<file path="config.mk">
export PLATFORM = sky130hd
export DESIGN_NAME = mem_access_ctrl
export DESIGN_NICKNAME = d
export VERILOG_FILES = /design/src/rtl/s1_mem_pkg.sv /design/src/rtl/mem_align_chk.sv /design/src/rtl/mem_access_ctrl.sv
export SDC_FILE = /design/constraint.sdc
export NUM_CORES = 1
export LEC_CHECK = 0
export ABC_AREA = 0
export BUFFER_PORTS_ARGS = -buffer_cell sky130_fd_sc_hd__buf_4
export CORE_MARGIN = 3
export CORE_UTILIZATION = 49
export CTS_BUF_LIST = sky130_fd_sc_hd__clkbuf_2
export CTS_CLUSTER_SIZE = 30
export DETAILED_ROUTE_END_ITERATION = 10
export PLACE_DENSITY = 0.88
export SLEW_MARGIN = 20
export SYNTH_ARGS = -nofsm -noshare
export SYNTH_HDL_FRONTEND = slang
export SYNTH_SLANG_ARGS = --single-unit
</file>
<file path="constraint.sdc">
create_clock -name clk -period 2.14 [get_ports clk]
set_clock_uncertainty 0.1 [all_clocks]
set_input_delay 0.428 -clock clk [delete_from_list [all_inputs] [get_ports clk]]
set_output_delay 0.428 -clock clk [all_outputs]
set_load 0.05 [all_outputs]
</file>
<file path="src/rtl/s1_mem_pkg.sv">
// Shared types and constants for the memory access controller.
package s1_mem_pkg;

   // Controller FSM states
   typedef enum logic [1:0] {
      ST_IDLE = 2'd0,
      ST_BUS  = 2'd1,
      ST_RESP = 2'd2
   } state_t;

   // Response error codes
   localparam logic [1:0] ERR_OK       = 2'd0;
   localparam logic [1:0] ERR_MISALIGN = 2'd1;
   localparam logic [1:0] ERR_BUS      = 2'd2;
   localparam logic [1:0] ERR_TIMEOUT  = 2'd3;

   // Access size decode of fn4[1:0]; 3 also means word
   localparam logic [1:0] SZ_BYTE = 2'd0;
   localparam logic [1:0] SZ_HALF = 2'd1;
   localparam logic [1:0] SZ_WORD = 2'd2;

endpackage

</file>
<file path="src/rtl/mem_align_chk.sv">
// Flags accesses whose address is not a multiple of the access size.
module mem_align_chk
   import s1_mem_pkg::*;
(
   input  logic [1:0] addr,
   input  logic [3:0] fn4,
   output logic       misaligned
);

   logic [1:0] size;
   logic       unused_fn4;

   assign size       = fn4[1:0];
   assign unused_fn4 = ^fn4[3:2];

   // Halfwords need addr[0]==0, words need addr[1:0]==0
   always_comb begin
      misaligned = 1'b0;
      if (size == SZ_HALF) begin
         misaligned = addr[0];
      end else if (size >= SZ_WORD) begin
         misaligned = (addr != 2'b00);
      end
   end

endmodule

</file>
<file path="src/rtl/mem_access_ctrl.sv">
// Load/store unit front end: accepts one pipeline request, runs a single
// bus transfer with timeout, and holds the response until it is consumed.
module mem_access_ctrl
   import s1_mem_pkg::*;
#(
   parameter int unsigned TIMEOUT_CYCLES = 255,
   parameter bit          MISALIGN_TRAP  = 1'b1
) (
   input  logic        clk,
   input  logic        rst_n,
   input  logic        req_valid,
   output logic        req_ready,
   input  logic        req_we,
   input  logic [31:0] req_addr,
   input  logic [3:0]  req_fn4,
   input  logic [31:0] req_wdata,
   input  logic [3:0]  req_mask,
   output logic        resp_valid,
   input  logic        resp_ready,
   output logic [31:0] resp_rdata,
   output logic [3:0]  resp_fn4,
   output logic [1:0]  resp_addr_low,
   output logic [1:0]  resp_err,
   output logic        bus_req,
   output logic        bus_we,
   output logic [31:0] bus_addr,
   output logic [31:0] bus_wdata,
   output logic [3:0]  bus_be,
   input  logic        bus_ack,
   input  logic        bus_err,
   input  logic [31:0] bus_rdata
);

   localparam logic [7:0] TIMEOUT_LIM = 8'(TIMEOUT_CYCLES);

   state_t     state;
   logic [7:0] wait_cnt;
   logic       misaligned;
   logic       trap;

   mem_align_chk u_align (
      .addr       (req_addr[1:0]),
      .fn4        (req_fn4),
      .misaligned (misaligned)
   );

   assign trap = MISALIGN_TRAP && misaligned;

   // Controller FSM with all outputs registered
   always_ff @(posedge clk) begin
      if (!rst_n) begin
         state         <= ST_IDLE;
         wait_cnt      <= '0;
         req_ready     <= 1'b1;
         resp_valid    <= 1'b0;
         resp_rdata    <= '0;
         resp_fn4      <= '0;
         resp_addr_low <= '0;
         resp_err      <= ERR_OK;
         bus_req       <= 1'b0;
         bus_we        <= 1'b0;
         bus_addr      <= '0;
         bus_wdata     <= '0;
         bus_be        <= '0;
      end else begin
         case (state)
            ST_IDLE: begin
               if (req_valid) begin
                  req_ready     <= 1'b0;
                  resp_fn4      <= req_fn4;
                  resp_addr_low <= req_addr[1:0];
                  resp_rdata    <= '0;
                  if (trap) begin
                     state      <= ST_RESP;
                     resp_valid <= 1'b1;
                     resp_err   <= ERR_MISALIGN;
                  end else begin
                     state     <= ST_BUS;
                     wait_cnt  <= '0;
                     bus_req   <= 1'b1;
                     bus_we    <= req_we;
                     bus_addr  <= {req_addr[31:2], 2'b00};
                     bus_wdata <= req_wdata;
                     bus_be    <= req_we ? req_mask : 4'b1111;
                  end
               end
            end
            ST_BUS: begin
               // bus_err has priority over a simultaneous bus_ack
               if (bus_err) begin
                  state      <= ST_RESP;
                  bus_req    <= 1'b0;
                  resp_valid <= 1'b1;
                  resp_err   <= ERR_BUS;
               end else if (bus_ack) begin
                  state      <= ST_RESP;
                  bus_req    <= 1'b0;
                  resp_valid <= 1'b1;
                  resp_err   <= ERR_OK;
                  resp_rdata <= bus_we ? 32'd0 : bus_rdata;
               end else begin
                  wait_cnt <= wait_cnt + 8'd1;
                  if (wait_cnt + 8'd1 == TIMEOUT_LIM) begin
                     state      <= ST_RESP;
                     bus_req    <= 1'b0;
                     resp_valid <= 1'b1;
                     resp_err   <= ERR_TIMEOUT;
                  end
               end
            end
            ST_RESP: begin
               if (resp_ready) begin
                  state      <= ST_IDLE;
                  resp_valid <= 1'b0;
                  req_ready  <= 1'b1;
               end
            end
            default: begin
               state      <= ST_IDLE;
               req_ready  <= 1'b1;
               resp_valid <= 1'b0;
               bus_req    <= 1'b0;
            end
         endcase
      end
   end

endmodule

</file>
==> metrics.cfg, run 1 <==
[timing]
grt_setup_unrepaired=no
hold_viol_final=0
tightest_slew_ns=0.693
setup_viol=0
finalMaxSlewViolations=0
clock.fmax_ghz=0.494
period_needed_ns=2.03
finalCritPeriodShare_pct=94.7
tns_ns=0
relSlewSlack_pct=53.8

[outcome]
status=finished, final reports clean

[power_and_ir_drop]
cellLeakagePower_nw=3.44
ir_worst_vdd_mv=0.715
p_per_area_nw_per_um2=630

[critical_path]
rr_worst_depth=6
crit_fanout=8
cp.arrival_ns=2.47
crit_family=compound AO/OA/AOI/OAI gates
crit_type=reg2reg
crit_path_end_kind=flop
worstSetupPathDepth=6
cp-start-kind=flop
cp_num_buf_inv=0
critPathMaxStageDelay_ns=0.44
crit_start=wait_cnt[1]
r2r_slack_ns=0.11
r2r_end=bus_req
cp-endpoint=bus_req
crit_chain=ha_2 -> nand3_1 -> o21a_1 -> a2bb2oi_4 -> and3_1 -> o31a_1
crit_required_ns=2.58
timing.rr.start=wait_cnt[1]
cpMaxStageDelayCell=dfxtp_2

[routing]
via_per_inst=5.43
drc=0
final_antenna_net_count=0
drt_iter0_drc=338
dr_total_vias=5690
wl_per_cell_um=17.6
firstDrtPassIters=6
wirelength_mm=18.5

[flow_run]
maxCapViolCount=0

[global_route]
grt_use_total_pct=31.9
grt_pass1_wl_mm=28.9
grt_max_degree=73
grt-ovfl-total=0
grt_pass1_vias=5893
grt_antenna_before_repair=1

[layout]
layout_commonest_cell=buf_4
final_area_um2=8010
fin_nets=1016
most-common-layout-cells=buf_4 (228), nand2_1 (184), dfxtp_1 (118)
drive_gt1_share_pct=31.1
syn2layout_area_growth_pct=62.7
final.fill_count=514

[synthesis]
synthArstFlopShare_pct=0
syn_inst=585
ys.flop_type=dfxtp_1
synth-edff-count=0
synth-seq-cells=120
seq_area_frac_synth_pct=48.8
avgSynthCellArea_um2=8.42
syn_area_um2=4930
synth_cell_type_count=51
ys.warnings.count=0

[die]
core.rowCount=35
die_w_um=106
floorplan.initialDensity_pct=51.8
num_io_pins=223
core_area_um2=9500
fp.dieArea_um2=11300
fp.dieH_um=106

[cts]
root_buffer=clkbuf_2
cts_buffers=17
clk_path_buf_depth=2
clock-sinks=120
clkLatencyLatePin_ns=0.62
cts_tree=done
h-tree-depth=4
clkTransAtPathRegs_ns=0.18

[placement]
portBuffers=220
dp_hpwl_mm=10.4
placed_area_um2=6720
place.gp.congestion=0.861

[hold_path]
hold_path.class=in2reg

synthesized netlist by cell type, types with 2 or more instances:
cell      count  area, um^2
inv_1         3        11.3
buf_2        12        60.1
o221ai_1      2        17.5
nand2_1     185         694
a21boi_1     97         728
or2_1         2        12.5
clkbuf_1     24        90.1
nand4_1       2        12.5
inv_2         2        7.51
and2b_2       3        26.3
o21a_1        2        15.0
a21oi_2       2        17.5
a21boi_0      7        52.6
o211a_1       5        50.1
nand3b_1      4        30.0
o21ai_1       4        20.0
buf_4         2        15.0
a21o_1        3        22.5
dfxtp_1     120        2400
nor3_1        6        30.0
nor2_1       12        45.0
a21oi_1      10        50.1
and3_1        2        12.5
nand3_1      38         190
ha_1          2        25.0
nor2b_1       4        25.0
a31oi_1       2        12.5
o21ai_0       5        25.0
layer usage:
layer | up-vias | track usage, % | routed length [um]
li1 | 2620 | - | -
met1 | 2660 | 33.0 | 6540
met2 | 331 | 57.3 | 9490
met3 | 79 | 10.2 | 1580
met4 | 0 | 16.7 | 871
met5 | - | 0 | 0
tightest hold or removal path: stages:
cell	delay [ns]
buf_4	0.09
nor2_1	0.05
o221ai_1	0.17
nor2_1	0.05
cells by family after synthesis:
kind of cell               synth area share [%]
and+or+nand+nor                            23.4
muxes                                     0.229
other                                    0.0761
AOI/OAI and AO/OA                          22.9
adders and majority gates                 0.508
DFF                                        48.8
buffers and inverters                      4.04
worst min-delay path by stage:
stage	start	to	slack [ns]	cells past startpoint
final	bus_err	resp_err[0]	0.09	4
after global routing	rst_n	req_ready	0.05	2
after CTS	bus_err	resp_err[0]	0.008	4
after detailed placement	resp_rdata[9]	resp_rdata[9]	0.35	2
after global placement	resp_rdata[9]	resp_rdata[9]	0.34	2
after floorplan	wait_cnt[4]	wait_cnt[4]	0.36	1
area by class of cell:
type | instances | area, um^2 | share of cell area, %
timing repair buffer | 338 | 2850 | 35.6
clock inverter | 15 | 119 | 1.48
antenna | 2 | 5.00 | 0.0625
multi-input combinational | 421 | 2370 | 29.5
sequential | 120 | 2400 | 30.0
inverter | 5 | 18.8 | 0.234
clock buffer | 17 | 85.1 | 1.06
tap | 129 | 161 | 2.01
sequential cells by signal, summed over array words and instances, names as in the netlist:
signal	cells
bus_wdata	32
resp_rdata	32
bus_addr	30
wait_cnt	8
bus_be	4
resp_fn4	4
resp_addr_low	2
resp_err	2
state	2
bus_req	1
bus_we	1
req_ready	1
resp_valid	1
where the power goes:
part,leakage (nW),internal [W],switching (W)
Sequential,0.977,0.00235,0.0000785
Clock,0.114,0.000322,0.000957
Combinational,2.35,0.000546,0.000802
timing repair:
action                                 in CTS  in global routing
resized for setup                           2                  4
setup endpoints to repair                   1                  3
hold buffers                              106                  0
endpoints found under the hold margin     108                  0
setup buffers                               0                  0
pin swaps                                   0                  2
metrics by stage:
stage,util [%],cells,power (W),setup slack (ns),hold slack [ns]
6_report,84.3,1047,0.00505,0.114,0.0873
5_1_grt,84.3,1046,0.00524,0.0201,0.0476
4_1_cts,84.1,1045,0.00503,0.00411,0.00770
3_5_place_dp,70.7,907,0.00361,0.0199,0.345
3_3_place_gp,70.7,907,0.00358,0.120,0.338
2_1_floorplan,-,586,0.00316,0.171,0.360
Power figures use the tool's default switching activity.
==> inputs of run 2 (changes only) <==
- CORE_UTILIZATION: 49 -> 45
- GPL_TIMING_DRIVEN: default -> 0
- PLACE_DENSITY: 0.88 -> 0.82
==> metrics.cfg, run 2 (synthesized netlist as in run 1, its figures left out) <==
[global_route]
grt-ovfl-total=0
grt_use_total_pct=30.5
grt_max_degree=17
grt_antenna_before_repair=0
grt_pass1_vias=6174
grt_pass1_wl_mm=30.2

[layout]
top_regs=bus_wdata (32), resp_rdata (32), bus_addr (30)
drive_gt1_share_pct=30.8
antenna_cells=0
fin_nets=1049
regArea_um2=2400
final.fill_count=630
most-common-layout-cells=buf_4 (222), nand2_1 (184), dfxtp_1 (118)
fin_cells=1084
syn2layout_area_growth_pct=65.4
multi_input_area_um2=2390
layout_commonest_cell=buf_4

[timing]
period_needed_ns=2.08
hold_viol_final=0
fin_ws_ns=0.0576
tns_ns=0
relSlewSlack_pct=56.8
finalCritPeriodShare_pct=97.3
clock.fmax_ghz=0.480
grt_setup_unrepaired=yes
whs_ns=0.0582
setup_viol=0
tightest_slew_ns=0.649
finalMaxSlewViolations=0

[critical_path]
crit_path_end_kind=flop
crit_type=reg2reg
cp_common_cell=inv_1
r2r_slack_ns=0.06
cp.arrival_ns=2.55
crit_required_ns=2.61
cpMaxStageDelayCell=or4_1
cp-start-kind=flop
crit_fanout=7
r2r_end=state[0]
crit_chain=inv_1 -> ha_1 -> inv_1 -> or4_1 -> a2bb2oi_4 -> a21oi_2 -> o221a_1
timing.rr.start=wait_cnt[0]
rr_worst_depth=7
critPathMaxStageDelay_ns=0.56

[cts]
h-tree-depth=4
cts_tree=done
clock-sinks=120
root_buffer=clkbuf_2
clkLatencyLatePin_ns=0.67
clk_path_buf_depth=2
cts_buffers=17
clkTransAtPathRegs_ns=0.20

[power_and_ir_drop]
p_per_area_nw_per_um2=632
ir_worst_vdd_mv=0.433
p_seq_share_pct=46.9
combPwrFrac_pct=26.6
switchingPower_w=0.00183
p_int_w=0.00331
clkPwrFrac_pct=26.5
cellLeakagePower_nw=3.52
total_power_w=0.00515
p_sw_share_pct=35.6

[placement]
place.gp.congestion=0.894
dp.cells=942
portBuffers=220
place_ws_ns=-0.228
dp_hpwl_mm=11.8

[flow_run]
maxCapViolCount=0

[hold_path]
hold_depth=4
hold_path.class=in2reg
min_to=bus_req
hp-start=req_valid

[routing]
drt_iter0_drc=352
dr_total_vias=5734
wl_per_cell_um=17.3
wirelength_mm=18.7
drc=0
via_per_inst=5.29
firstDrtPassIters=5
final_antenna_net_count=0

[outcome]
status=finished, final reports clean

[die]
core.rowCount=37
fp.dieH_um=111
fp.dieArea_um2=12200
core_area_um2=10500
die_w_um=111
floorplan.initialDensity_pct=47.1
num_io_pins=223

## run 2: per-layer routing
metal / GRT usage [%] / routed length [um] / vias up
met5: 0 / 0 / -
met4: 17.4 / 934 / 0
met3: 9.04 / 1310 / 80
met2: 55.2 / 9530 / 302
met1: 31.1 / 6960 / 2685
li1: - / - / 2667
## run 2: worst max-delay path by stage
| stage | start | to | slack, ns | cells past startpoint |
|---|---|---|---|---|
| floorplan | wait_cnt[0] | bus_req | 0.17 | 5 |
| global placement | bus_ack | wait_cnt[3] | -0.22 | 6 |
| detailed placement | state[1] | bus_be[0] | -0.23 | 7 |
| CTS | wait_cnt[0] | state[0] | 0.002 | 5 |
| global route | wait_cnt[0] | state[0] | -0.06 | 7 |
| finish | wait_cnt[0] | state[0] | 0.06 | 7 |
## run 2: cell type report
type                    count  share of cell area (%)
clock inverters            14                    1.55
well taps                 136                    2.09
multi-input cells         421                    29.3
repair buffers            331                    34.0
flip-flops and latches    120                    29.5
inverters                   5                   0.230
clock buffers              17                    1.04
plain buffers              40                    2.24
## run 2: worst max-delay path: cells and delay by family (launching register included)
family	cells	cell delay, ns
AO/OA/AOI/OAI	3	0.61
adder cells (fa/ha/maj)	1	0.19
buffers and inverters	2	0.14
AND/OR/NAND/NOR	1	0.56
flip-flops	1	0.39
## run 2: power by group through the flow
stage	logic, W	clock network [W]	registers (W)
global placement	0.00113	0	0.00245
detailed placement	0.00115	0	0.00245
floorplan	0.000352	0	0.00280
finish	0.00137	0.00136	0.00241
global route	0.00145	0.00146	0.00243
CTS	0.00132	0.00135	0.00241
## run 2: timing repair
action	CTS	global route
setup endpoints to repair	68	104
gates cloned	0	0
buffers inserted	0	1
hold buffers	109	1
hold endpoints to repair	110	1
resized for setup	4	14
pin swaps	1	4
## run 2: stage by stage
stage	util [%]	cell area [um^2]
after floorplan	-	4930
after global placement	64.5	6750
after detailed placement	64.5	6750
after CTS	77.2	8080
after global routing	77.9	8150
final	77.9	8150
==> inputs of run 3 (changes only) <==
- CELL_PAD_IN_SITES_DETAIL_PLACEMENT: default -> 0
- CELL_PAD_IN_SITES_GLOBAL_PLACEMENT: default -> 1
- CORE_UTILIZATION: 45 -> 34
- PLACE_DENSITY: 0.82 -> 0.86
==> metrics.cfg, run 3 (synthesized netlist as in run 1, its figures left out) <==
[critical_path]
cp.arrival_ns=2.52
crit_type=in2reg
crit_chain=dlygate4sd3_1 -> buf_4 -> nor4b_2 -> dlygate4sd3_1 -> nand2_1 -> a21boi_1
cp_common_cell=dlygate4sd3_1
cpMaxStageDelayCell=dlygate4sd3_1
cp_num_buf_inv=3
timing.rr.start=wait_cnt[0]
crit_fanout=4
cp-start-kind=input port
crit_path_end_kind=flop
r2r_slack_ns=0.13
rr_worst_depth=7
r2r_end=bus_req
crit_family=buffers and inverters
crit_required_ns=2.65
critPathMaxStageDelay_ns=0.65

[die]
die_w_um=126
floorplan.initialDensity_pct=35.1
fp.dieH_um=126
core.rowCount=43
num_io_pins=223
fp.dieArea_um2=16000
core_area_um2=14000

[hold_path]
hold_path.class=reg2reg
hold_depth=2
hp-start=resp_rdata[16]
min_to=resp_rdata[16]

[layout]
syn2layout_area_growth_pct=66.1
layout_commonest_cell=buf_4
most-common-layout-cells=buf_4 (222), nand2_1 (184), dfxtp_1 (118)
final.fill_count=1220
top_regs=bus_wdata (32), resp_rdata (32), bus_addr (30)
postLayoutCoreUtil_pct=58.3
final_area_um2=8180
drive_gt1_share_pct=30.5
fin_nets=1050

[outcome]
status=finished, final reports clean

[routing]
drc=0
wl_per_cell_um=15.1
wirelength_mm=17.0
via_per_inst=4.77
final_antenna_net_count=0
dr_total_vias=5393
firstDrtPassIters=5
drt_iter0_drc=208

[timing]
whs_ns=0.358
setup_viol=0
finalMaxSlewViolations=0
tightest_slew_ns=0.679
grt_setup_unrepaired=yes
tns_ns=0
clock.fmax_ghz=0.495
finalCritPeriodShare_pct=94.3
relSlewSlack_pct=54.8
period_needed_ns=2.02
hold_viol_final=0

[placement]
portBuffers=220
dp_hpwl_mm=11.6
placed_area_um2=6810
place.gp.congestion=0.832

[cts]
clk_path_buf_depth=2
clkTransAtPathRegs_ns=0.15
clock-sinks=120
clkLatencyLatePin_ns=0.67
cts_tree=done
h-tree-depth=4
cts_buffers=17
root_buffer=clkbuf_2

[global_route]
grt_pass1_vias=5436
grt-ovfl-total=0
grt_use_total_pct=21.2
grt_max_degree=17
grt_pass1_wl_mm=27.1
grt_antenna_before_repair=1

[power_and_ir_drop]
p_per_area_nw_per_um2=610
cellLeakagePower_nw=3.51
ir_worst_vdd_mv=0.363

[flow_run]
maxCapViolCount=0

run 3: cell types whose count changed in the layout (fill, tap and decap cells not counted), sizes merged:
cell / previous run / this run
inv: 8 / 5
clkbuf: 41 / 43
clkinv: 6 / 8
clkinvlp: 4 / 2
diode: 0 / 2
dlygate4sd3: 110 / 111
run 3: power breakdown:
group	internal, W	switching [W]
Clock	0.000395	0.000835
Sequential	0.00234	0.0000629
Combinational	0.000550	0.000800
Total	0.00329	0.00170
run 3: repair_timing:
| item | in CTS | in global routing |
|---|---|---|
| endpoints found under the hold margin | 113 | 0 |
| pin swaps | 1 | 2 |
| resized for setup | 4 | 14 |
| hold buffers | 111 | 0 |
| cloned | 0 | 0 |
| endpoints found under the setup margin | 86 | 87 |
| setup buffers | 1 | 0 |
run 3: metrics by stage:
step,worst slack (ns),power [W],cells
finish,0.121,0.00499,1130
global route,-0.00322,0.00525,1129
CTS,0.00186,0.00503,1128
detailed placement,-0.403,0.00362,986
global placement,-0.398,0.00360,986
floorplan,0.171,0.00316,586
run 3: per-layer routing:
layer / global-route usage [%] / vias to the layer above / share of wire, % / wire [um]
li1: - / 2682 / - / -
met1: 23.8 / 2471 / 41 / 7020
met2: 36.3 / 201 / 48 / 8240
met3: 6.99 / 39 / 7.0 / 1190
met4: 9.53 / 0 / 3.3 / 561
met5: 0 / - / 0 / 0
run 3: how the worst max path moves through the flow:
stage | to | cells after the start | start
after floorplan | bus_req | 5 | wait_cnt[0]
after global placement | wait_cnt[3] | 6 | bus_ack
after detailed placement | wait_cnt[3] | 6 | bus_ack
after CTS | state[0] | 5 | wait_cnt[1]
after global routing | bus_wdata[17] | 8 | state[1]
final | wait_cnt[2] | 6 | bus_ack
run 3: final cells by class:
class	count	area, um^2	area share (%)
multi-input combinational	421	2380	29.1
tap	180	225	2.75
clock buffer	19	95.1	1.16
buffer	40	183	2.23
antenna	2	5.00	0.0612
timing repair buffer	332	2780	34.0
inverter	5	18.8	0.229
clock inverter	11	85.1	1.04
sequential	120	2410	29.4
run 3: worst reg2reg max path, delay by kind of cell, from the launching register on:
kind	cells	cell delay (ns)
adders and majority gates	1	0.19
and+or+nand+nor	1	0.52
buffers and inverters	2	0.13
DFF	1	0.40
AOI/OAI and AO/OA	3	0.58
